`config.mk`:
```
export PLATFORM = sky130hd
export DESIGN_NAME = haar_dwt_stage
export DESIGN_NICKNAME = d
export VERILOG_FILES = /design/src/rtl/haar_dwt_stage.sv
export SDC_FILE = /design/constraint.sdc
export NUM_CORES = 1
export LEC_CHECK = 0
export CAP_MARGIN = 5
export CORE_AREA = 2 2 240 183
export DETAILED_ROUTE_END_ITERATION = 16
export DIE_AREA = 0 0 242 185
export GPL_ROUTABILITY_DRIVEN = 1
export PLACE_DENSITY = 0.82
export SKIP_CTS_REPAIR_TIMING = 1
export SLEW_MARGIN = 5
export SYNTH_ARGS = -nofsm -noshare
export SYNTH_HDL_FRONTEND = slang
export SYNTH_SLANG_ARGS = --single-unit
```
`constraint.sdc`:
```
create_clock -name clk -period 6.9 [get_ports clk]
set_input_delay 1.38 -clock clk [delete_from_list [all_inputs] [get_ports clk]]
set_output_delay 1.38 -clock clk [all_outputs]
set_load 0.05 [all_outputs]
```
`src/rtl/haar_dwt_stage.sv`:
```
// haar_dwt_stage
//   Single-level Haar wavelet stage fed by the ADC-to-AXI-Stream converter.
//   Consecutive input samples are paired as (even, odd). Each pair becomes one
//   output word {detail, approx}:
//     approx = floor((x_e + x_o) / 2)
//     detail = floor((x_e - x_o) / 2)
//   Results pass through a first-word-fall-through FIFO onto an AXI-Stream
//   master. The input side has no backpressure. If a result arrives while the
//   FIFO is full and no pop is happening in that cycle, the result is dropped
//   and a sticky overflow flag is set.
//
// Ports
//   clk            single clock
//   rst            synchronous, active-high reset
//   s_axis_tdata   converter word; the sample is the low DATA_WIDTH bits
//   s_axis_tvalid  a sample is present this cycle (always consumed)
//   m_axis_tdata   {detail, approx}, both signed DATA_WIDTH
//   m_axis_tvalid  FIFO not empty
//   m_axis_tready  downstream accept
//   m_axis_tlast   last pair of a frame of FRAME_LEN input samples
//   overflow       sticky; a pair was dropped because the FIFO was full
module haar_dwt_stage #(
    parameter int DATA_WIDTH       = 16,
    parameter int AXIS_TDATA_WIDTH = 32,
    parameter int FRAME_LEN        = 1024,
    parameter int FIFO_DEPTH       = 16
) (
    input  logic                        clk,
    input  logic                        rst,
    input  logic [AXIS_TDATA_WIDTH-1:0] s_axis_tdata,
    input  logic                        s_axis_tvalid,
    output logic [AXIS_TDATA_WIDTH-1:0] m_axis_tdata,
    output logic                        m_axis_tvalid,
    input  logic                        m_axis_tready,
    output logic                        m_axis_tlast,
    output logic                        overflow
);

    localparam int PAIRS = FRAME_LEN / 2;
    localparam int CW    = (PAIRS > 1) ? $clog2(PAIRS) : 1;
    localparam int AW    = $clog2(FIFO_DEPTH);

    typedef enum logic {EVEN, ODD} phase_t;

    typedef struct packed {
        logic                  last;
        logic [DATA_WIDTH-1:0] detail;
        logic [DATA_WIDTH-1:0] approx;
    } res_t;

    // ------------------------------------------------------------------
    // Pairing phase FSM
    // ------------------------------------------------------------------
    phase_t phase_q, phase_d;
    logic   pair_done;

    always_ff @(posedge clk) begin
        if (rst) phase_q <= EVEN;
        else     phase_q <= phase_d;
    end

    always_comb begin
        phase_d   = phase_q;
        pair_done = 1'b0;
        if (s_axis_tvalid) begin
            case (phase_q)
                EVEN: phase_d = ODD;
                ODD: begin
                    phase_d   = EVEN;
                    pair_done = 1'b1;
                end
                default: phase_d = EVEN;
            endcase
        end
    end

    // ------------------------------------------------------------------
    // Haar arithmetic
    // ------------------------------------------------------------------
    logic [DATA_WIDTH-1:0] x_e_q;
    logic [DATA_WIDTH-1:0] x_o;
    logic [DATA_WIDTH:0]   sum;
    logic [DATA_WIDTH:0]   diff;
    logic [CW-1:0]         pair_cnt_q;
    logic                  frame_end;
    res_t                  res_d, res_q;
    logic                  res_vld_q;

    assign x_o = s_axis_tdata[DATA_WIDTH-1:0];

    // One extra bit of headroom. Dropping the LSB of the two's-complement
    // sum is the floor-halving, and the result always fits DATA_WIDTH.
    assign sum  = {x_e_q[DATA_WIDTH-1], x_e_q} + {x_o[DATA_WIDTH-1], x_o};
    assign diff = {x_e_q[DATA_WIDTH-1], x_e_q} - {x_o[DATA_WIDTH-1], x_o};

    assign frame_end = (pair_cnt_q == CW'(PAIRS - 1));

    always_comb begin
        res_d.approx = sum[DATA_WIDTH:1];
        res_d.detail = diff[DATA_WIDTH:1];
        res_d.last   = frame_end;
    end

    // The pair counter advances on every completed pair, including pairs
    // that are later dropped. This keeps tlast locked to the ADC sample
    // count rather than to the words that are actually delivered.
    always_ff @(posedge clk) begin
        if (rst) begin
            x_e_q      <= '0;
            pair_cnt_q <= '0;
            res_q      <= '0;
            res_vld_q  <= 1'b0;
        end else begin
            res_vld_q <= pair_done;
            if (s_axis_tvalid && phase_q == EVEN)
                x_e_q <= x_o;
            if (pair_done) begin
                res_q      <= res_d;
                pair_cnt_q <= frame_end ? '0 : pair_cnt_q + CW'(1);
            end
        end
    end

    // ------------------------------------------------------------------
    // Output FIFO (first-word-fall-through)
    // ------------------------------------------------------------------
    res_t          mem [FIFO_DEPTH];
    logic [AW-1:0] wr_ptr_q, rd_ptr_q;
    logic [AW:0]   count_q;
    logic          empty, full, push, pop, drop;
    logic          overflow_q;
    res_t          head;

    assign empty = (count_q == '0);
    assign full  = (count_q == (AW+1)'(FIFO_DEPTH));
    assign pop   = !empty && m_axis_tready;
    // A pop in the same cycle frees a slot, so a write into a full FIFO
    // still succeeds then.
    assign push  = res_vld_q && (!full || pop);
    assign drop  = res_vld_q && full && !pop;

    always_ff @(posedge clk) begin
        if (!rst && push)
            mem[wr_ptr_q] <= res_q;
    end

    always_ff @(posedge clk) begin
        if (rst) begin
            wr_ptr_q   <= '0;
            rd_ptr_q   <= '0;
            count_q    <= '0;
            overflow_q <= 1'b0;
        end else begin
            if (push) wr_ptr_q <= wr_ptr_q + AW'(1);
            if (pop)  rd_ptr_q <= rd_ptr_q + AW'(1);
            case ({push, pop})
                2'b10:   count_q <= count_q + (AW+1)'(1);
                2'b01:   count_q <= count_q - (AW+1)'(1);
                default: count_q <= count_q;
            endcase
            if (drop) overflow_q <= 1'b1;
        end
    end

    // The head entry is gated by empty. This makes the outputs read zero
    // after reset, because the storage array itself is not cleared.
    assign head          = mem[rd_ptr_q];
    assign m_axis_tvalid = !empty;
    assign m_axis_tdata  = empty ? '0 : AXIS_TDATA_WIDTH'({head.detail, head.approx});
    assign m_axis_tlast  = !empty && head.last;
    assign overflow      = overflow_q;

    // The upper lane of the converter word carries nothing for this stage.
    logic unused_upper;
    assign unused_upper = ^s_axis_tdata[AXIS_TDATA_WIDTH-1:DATA_WIDTH];

endmodule
```
==> results.md, run 1 <==
- First-pass GRT wire length: between 80000 and 90000 um
- Largest net degree at the start of global routing: 58
- Clk_lat worst skew: 0.61 ns
- Non-filler cells, final: roughly 2000
- Cell variety after synth: a little under 70
- Register area share after synthesis: between 70% and 80%
- Share of the cycle needed by the critical path after routing: around 80%
- Root buffer cell: clkbuf_16
- Register-to-Register Path Depth: 6
- Yosys reg bits: 606
- Layout cells sized above 1: between 20% and 30%
- Max_cap viols: 0
- Synth cell count leaders: 528 x edfxtp_1, 165 x mux4_2, 78 x dfxtp_1, 77 x nand2_1, 74 x nor2_1
- Achievable Freq: roughly 0.18 GHz
- Fin area: between 0.02 and 0.03 sq mm
- VDD IR-drop max: roughly 260 uV
- CTS H-tree lvls: 2
- DRT Pass-1 Iters: 6
- I/O Buffers: 54
- Top delay family on crit path: buffers and inverters
- Synth warn: 0
- Crit path buffers/inverters: 2
- Dpl hpwl: 31800 um
- Setup Viol. Count Final: 0
- Mean Syn Cell Area: between 15 and 20 sq um
- Hold Violations, Final: 0
- CP max stage delay: around 0.93 ns
- Area of the die: approximately 0.045 sq mm
- Asr flop ratio synth: 0%
- Mapped Cells: 1370
- Worst-Margin Slew: between 1 and 1.5 ns
- Num CTS Buffers: 55
- Worst-path clk slew: around 0.070 ns
- Initial antenna violation count: 1
- Most frequent cell after synthesis: edfxtp_1
- Slowest cell on crit path: dfxtp_4
- CP dominant cell by count: mux4_2
- Lkg Pwr: a little under 9 nW
- Synth top area share: ~64%
- Yosys top cell by area: edfxtp_1
- Final min period: around 5.4 ns
- Hold Crit Class: reg -> reg
- WP data arrival: between 4 and 5 ns
- Die H: between 150 and 200 um
- Cell chain of the critical path: buf_12, mux4_2, mux4_2, and2_1, clkdlybuf4s50_1
- Ant diodes: 0
- Placed cell count: 1953
- First DRT Iteration DRCs: ~1700
- Clk sink count: ~600
- Most used DFF post-synth: edfxtp_1
- Syn-to-layout area delta: 12.6%
- CP Launch Type: flop
- Vias: roughly 13000
- Starting Density: a little under 60%
- Core box area: approximately 0.043 sq mm
- ANT nets after route: 0
- Hold depth: 2
- Critical Path RT: approximately 5.5 ns
- Placer Congestion: around 0.86
- Unrepaired setup endpoints after global routing: false
- I/O Pins: 71
- Placed Area: 0.0260 sq mm
- Total Routing Usage GR: 26.2%
- WP depth: 5
- Max_slew headroom: roughly 17%
- Fin nets: between 1500 and 2000
- Count of final max-slew check failures: 0
- Worst Skew: 0.0272 ns
- Fin Setup TNS: 0 ns
- Via density: 6.39
- WL/cell: between 20 and 30 um
- Synthesized Nets: around 1400
- Fillers: 2794
- Vias in the first global route: about 13000
- # DRC: 0
- Synth Cell Area: 0.0247 sq mm
- Maximum clock insertion buffer count: 3
- CTS tree: yes
- PD cells: approximately 350 mW/mm^2
- Synth top area cells: edfxtp_1 64%, mux4_2 15%, dfxtp_1 6.3%
- Site Rows: 66
- Worst Path Max Fanout: 52
- Number of synthesized flops with an enable pin: ~530
- DRT Wirelength: 56900 um
- Die width: approximately 240 um
- GR Overflow Total: 0
- Critical Path End Type: output pin
- Status: complete, no violations
- Critical path class: reg -> out
[final timing paths]
kind / start / to / slack [ns]
worst max-delay path: flop / m_axis_tdata[19] / 1.46
worst min-delay path: pair_cnt_q[8]$_SDFFE_PP0P_ / pair_cnt_q[8]$_SDFFE_PP0P_ / 0.46
worst max register to register: count_q[1]$_SDFFE_PP0P_ / mem[4][27]$_DFFE_PP_ / 3.39
worst min register to register: pair_cnt_q[8]$_SDFFE_PP0P_ / pair_cnt_q[8]$_SDFFE_PP0P_ / 0.46
[state kept, by name, indices dropped and copies added (netlist names), named ones only]
register / count
mem: 528
wr_ptr_q: 4
pair_cnt_q: 9
overflow: 1
x_e_q: 16
rd_ptr_q: 4
res_vld_q: 1
res_q: 33
count_q: 5
phase_q: 1
[layout make-up]
| cell class | instances | area (sq um) | area share [%] |
|---|---|---|---|
| timing repair buffer | 78 | 753 | 2.71 |
| clock inverter | 35 | 342 | 1.23 |
| inverter | 34 | 128 | 0.459 |
| clock buffer | 69 | 1510 | 5.43 |
| sequential | 606 | 17400 | 62.7 |
| multi-input combinational | 657 | 6930 | 24.9 |
| tap | 578 | 723 | 2.60 |
[through the flow]
step                      hold WS (ns)  total power [mW]  util, %  setup WS, ns
after floorplan                  0.441              5.96        -          2.76
after global placement           0.455              6.54     60.9          2.07
after detailed placement         0.458              6.60     60.9          1.98
after CTS                        0.466              9.71     65.3          1.35
after global routing             0.498              9.96     65.3          1.25
final                            0.461              9.65     65.3          1.46
[layout by cell type (no fill, tap or decap), types with 5 or more instances in the layout]
cell and count:
o211ai_1 5, or3_1 9, dfxtp_1 74, inv_1 27, clkinv_2 11, mux4_2 165
and2_1 36, clkbuf_16 57, bufinv_16 5, nand4_1 7, nand2b_1 8, xnor2_1 20
clkbuf_1 8, nand2_1 77, ha_1 39, o21ai_0 11, clkinv_1 12, a211oi_1 17
buf_4 21, xor2_1 11, inv_2 7, a21o_1 8, nor2_1 58, nor3_1 13
a21oi_1 62, nand3_1 9, clkdlybuf4s50_1 53, o31ai_1 5, nor2_4 16, nor2b_1 6
edfxtp_1 528, o21ai_1 12
[cells by family (layout without fill, tap and decap cells)]
logic type | Yosys count | in the layout | share of synthesized area, %
adder cells (fa/ha/maj) | 41 | 41 | 2.14
flip-flops | 606 | 606 | 70.5
multiplexers | 168 | 168 | 15.2
XOR/XNOR | 31 | 31 | 1.10
AND/OR/NAND/NOR | 259 | 259 | 5.01
AO/OA/AOI/OAI | 158 | 158 | 4.14
buffers and inverters | 107 | 216 | 1.97
[worst register-to-register path: cells and delay by family (launching register included)]
family / cells / cell delay, ns
buffers and inverters: 1 / 0.36
and+or+nand+nor: 4 / 1.79
DFF: 1 / 0.50
AOI/OAI and AO/OA: 1 / 0.56
[per-layer routing]
metal	track usage [%]	share of wire, %	up-vias
met1	37.1	40	6811
met2	43.5	49	653
li1	-	-	5580
met3	3.49	8.5	105
met5	0	0	-
met4	7.63	2.7	0
[power by group]
group / leakage [nW] / switching (mW) / total [mW] / internal, mW
combinational: 2.43 / 1.35 / 2.34 / 0.996
sequential: 5.41 / 0.167 / 4.18 / 4.02
clock: 0.907 / 1.37 / 3.12 / 1.75
No activity file was read; power rests on OpenSTA's default activity.
==> run 2, diff against run 1 <==
--- a/config.mk
+++ b/config.mk
@@ -6,11 +6,11 @@
 export NUM_CORES = 1
 export LEC_CHECK = 0
 export CAP_MARGIN = 5
-export CORE_AREA = 2 2 240 183
+export CORE_AREA = 2 2 248 189
 export DETAILED_ROUTE_END_ITERATION = 16
-export DIE_AREA = 0 0 242 185
+export DIE_AREA = 0 0 250 191
 export GPL_ROUTABILITY_DRIVEN = 1
-export PLACE_DENSITY = 0.82
+export PLACE_DENSITY = 0.81
 export SKIP_CTS_REPAIR_TIMING = 1
 export SLEW_MARGIN = 5
 export SYNTH_ARGS = -nofsm -noshare
==> constraint.sdc (replaced) <==
create_clock -name clk -period 4.5 [get_ports clk]
set_input_delay 0.9 -clock clk [delete_from_list [all_inputs] [get_ports clk]]
set_output_delay 0.9 -clock clk [all_outputs]
set_load 0.05 [all_outputs]
==> run 2 against run 1 <==
Compared with the run above:
- sequential cell count unchanged
- total power increased by 49%
- largest power group unchanged
- sequential share of layout area is 0.49 points lower
- clock skew about the same
- clock power grew 38%
- non-clock buffer count is 21 higher
- register-to-register slack worse by 1.9 ns
==> results.md, run 2 (synthesized netlist as in run 1, its figures left out) <==
- Num CTS Buffers: 55
- Placed cell count: slightly below 2000
- Worst Path Max Fanout: 35
- Leading cell type in the layout, fill and taps excluded: edfxtp_1
- Non-filler cells, final: between 2000 and 2500
- Clock Power Share: 29.9%
- Site Rows: 68
- Worst-Margin Slew: 0.980 ns
- I/O Pins: 71
- Switching power of the nets: between 4 and 5 mW
- Root buffer cell: clkbuf_16
- Max_slew headroom: between 30% and 40%
- Via density: around 6.2
- DRT Pass-1 Iters: 5
- Unrepaired setup endpoints after global routing: false
- WL/cell: between 20 and 30 um
- Largest regs: mem (528), res_q (33), x_e_q (16)
- CTS H-tree lvls: 2
- Clk sink count: about 600
- First DRT Iteration DRCs: approximately 1600
- Maximum clock insertion buffer count: 3
- Total Routing Usage GR: approximately a quarter
- # DRC: 0
- Total internal power: around 10 mW
- Largest net degree at the start of global routing: 63
- Final min period: about 4.3 ns
- Core box area: 0.0454 sq mm
- WP data arrival: between 3 and 4 ns
- I/O Buffers: 54
- CTS tree: yes
- Die width: 250 um
- Ant diodes: 0
- Worst-path clk slew: 0.06 ns
- Area of the multi-input gates: 0.00693 sq mm
- Critical Path RT: 3.60 ns
- Met2 Track Usage GR: approximately 39%
- Hold Crit Class: reg -> reg
- Vias in the first global route: 13200
- Largest register FFs: about 530
- ANT nets after route: 0
- Met3 usage: 4.11%
- PD cells: between 500 and 600 mW/mm^2
- Syn-to-layout area delta: 13.4%
- Vias: approximately 13000
- Count of final max-slew check failures: 0
- GR Overflow Total: 0
- Comb power frac: around a quarter
- Placer Congestion: ~0.86
- Initial antenna violation count: 0
- CP Launch Type: flop
- Fillers: approximately 3100
- Critical Path End Type: output pin
- Met1 Use GR: ~33%
- Highest-count cells in the layout ignoring fill and taps: 528 x edfxtp_1, 165 x mux4_2, 77 x nand2_1, 74 x dfxtp_1, 62 x a21oi_1
- Max_cap viols: 0
- Hold Violations, Final: 0
- VDD IR-drop max: ~320 uV
- Clk_lat worst skew: approximately 0.60 ns
- Starting Density: between 50% and 60%
- Seq pwr share: roughly 44%
- Final Util: between 60 and 70%
- Fin nets: ~1500
- Area of the die: about 0.048 sq mm
- Die H: ~190 um
- Achievable Freq: ~0.23 GHz
- Grt peak-use layer: met2
- Critical path class: reg -> out
- Dpl hpwl: roughly 31000 um
- Most flops, register: mem
- FF/Latch Area: between 0.015 and 0.02 sq mm
- Status: complete, no violations
- Sw Ratio: 29.9%
- Share of the cycle needed by the critical path after routing: between 90% and 100%
- First-pass GRT wire length: a little over 80000 um
- Lkg Pwr: 8.79 nW
- Worst Skew: approximately 0.028 ns
- Layout cells sized above 1: ~22%
- DRT Wirelength: 54900 um
- Worst hold slack: around 0.47 ns
- Setup Viol. Count Final: 0
## run 2: cell types whose count changed in the layout (fill, tap and decap cells not counted), moves of 2 or more
cell	delta
buf_12	+21
clkbuf_8	-4
clkinv_8	+2
bufinv_16	-4
clkbuf_16	-2
clkinv_1	-2
clkinv_2	+2
## run 2: final cells by class
class / instances / area share [%]
inverter: 34 / 0.455
tap: 595 / 2.66
clock buffer: 64 / 5.03
multi-input combinational: 657 / 24.7
clock inverter: 32 / 0.768
timing repair buffer: 99 / 4.20
sequential: 606 / 62.2
## run 2: critical path, cell delays in order (launching register included)
cell             delay (ns)
dfxtp_4                0.41
buf_4                  0.14
buf_12                 0.26
mux4_2                 0.56
mux4_2                 0.48
and2_1                 0.22
clkdlybuf4s50_1        0.72
## run 2: metrics by stage
step / TNS, ns / power (mW) / worst slack, ns / instance area [sq um]
after floorplan: 0 / 9.14 / 0.841 / 24700
after global placement: 0 / 10.1 / 0.651 / 26300
after detailed placement: 0 / 10.2 / 0.637 / 26300
after CTS: -0.00204 / 14.5 / -0.00153 / 28000
after global routing: 0 / 14.9 / 0.0954 / 28000
final: 0 / 14.4 / 0.204 / 28000
## run 2: path summary, 6_finish.rpt
| check | from | end | slack, ns | depth (start not counted) |
|---|---|---|---|---|
| worst min-delay path | pair_cnt_q[8]$_SDFFE_PP0P_ | pair_cnt_q[8]$_SDFFE_PP0P_ | 0.47 | 2 |
| worst max-delay path | flop | m_axis_tdata[1] | 0.20 | 6 |
| worst max register to register | count_q[1]$_SDFFE_PP0P_ | count_q[4]$_SDFFE_PP0P_ | 1.48 | 10 |
| worst min register to register | pair_cnt_q[8]$_SDFFE_PP0P_ | pair_cnt_q[8]$_SDFFE_PP0P_ | 0.47 | 2 |
## run 2: layer usage
metal	part of all wire, %	up-vias	wire [um]
met1	40	6703	22200
met5	0	-	0
met4	2.0	0	1120
met2	49	615	26900
met3	8.5	87	4690
li1	-	5609	-
## run 2: power groups by stage
stage	clock, mW	combinational [mW]	sequential, mW
5_1_grt	4.58	4.01	6.32
3_5_place_dp	0	3.73	6.46
3_3_place_gp	0	3.67	6.44
6_report	4.31	3.78	6.31
4_1_cts	4.38	3.73	6.34
2_1_floorplan	0	2.80	6.34
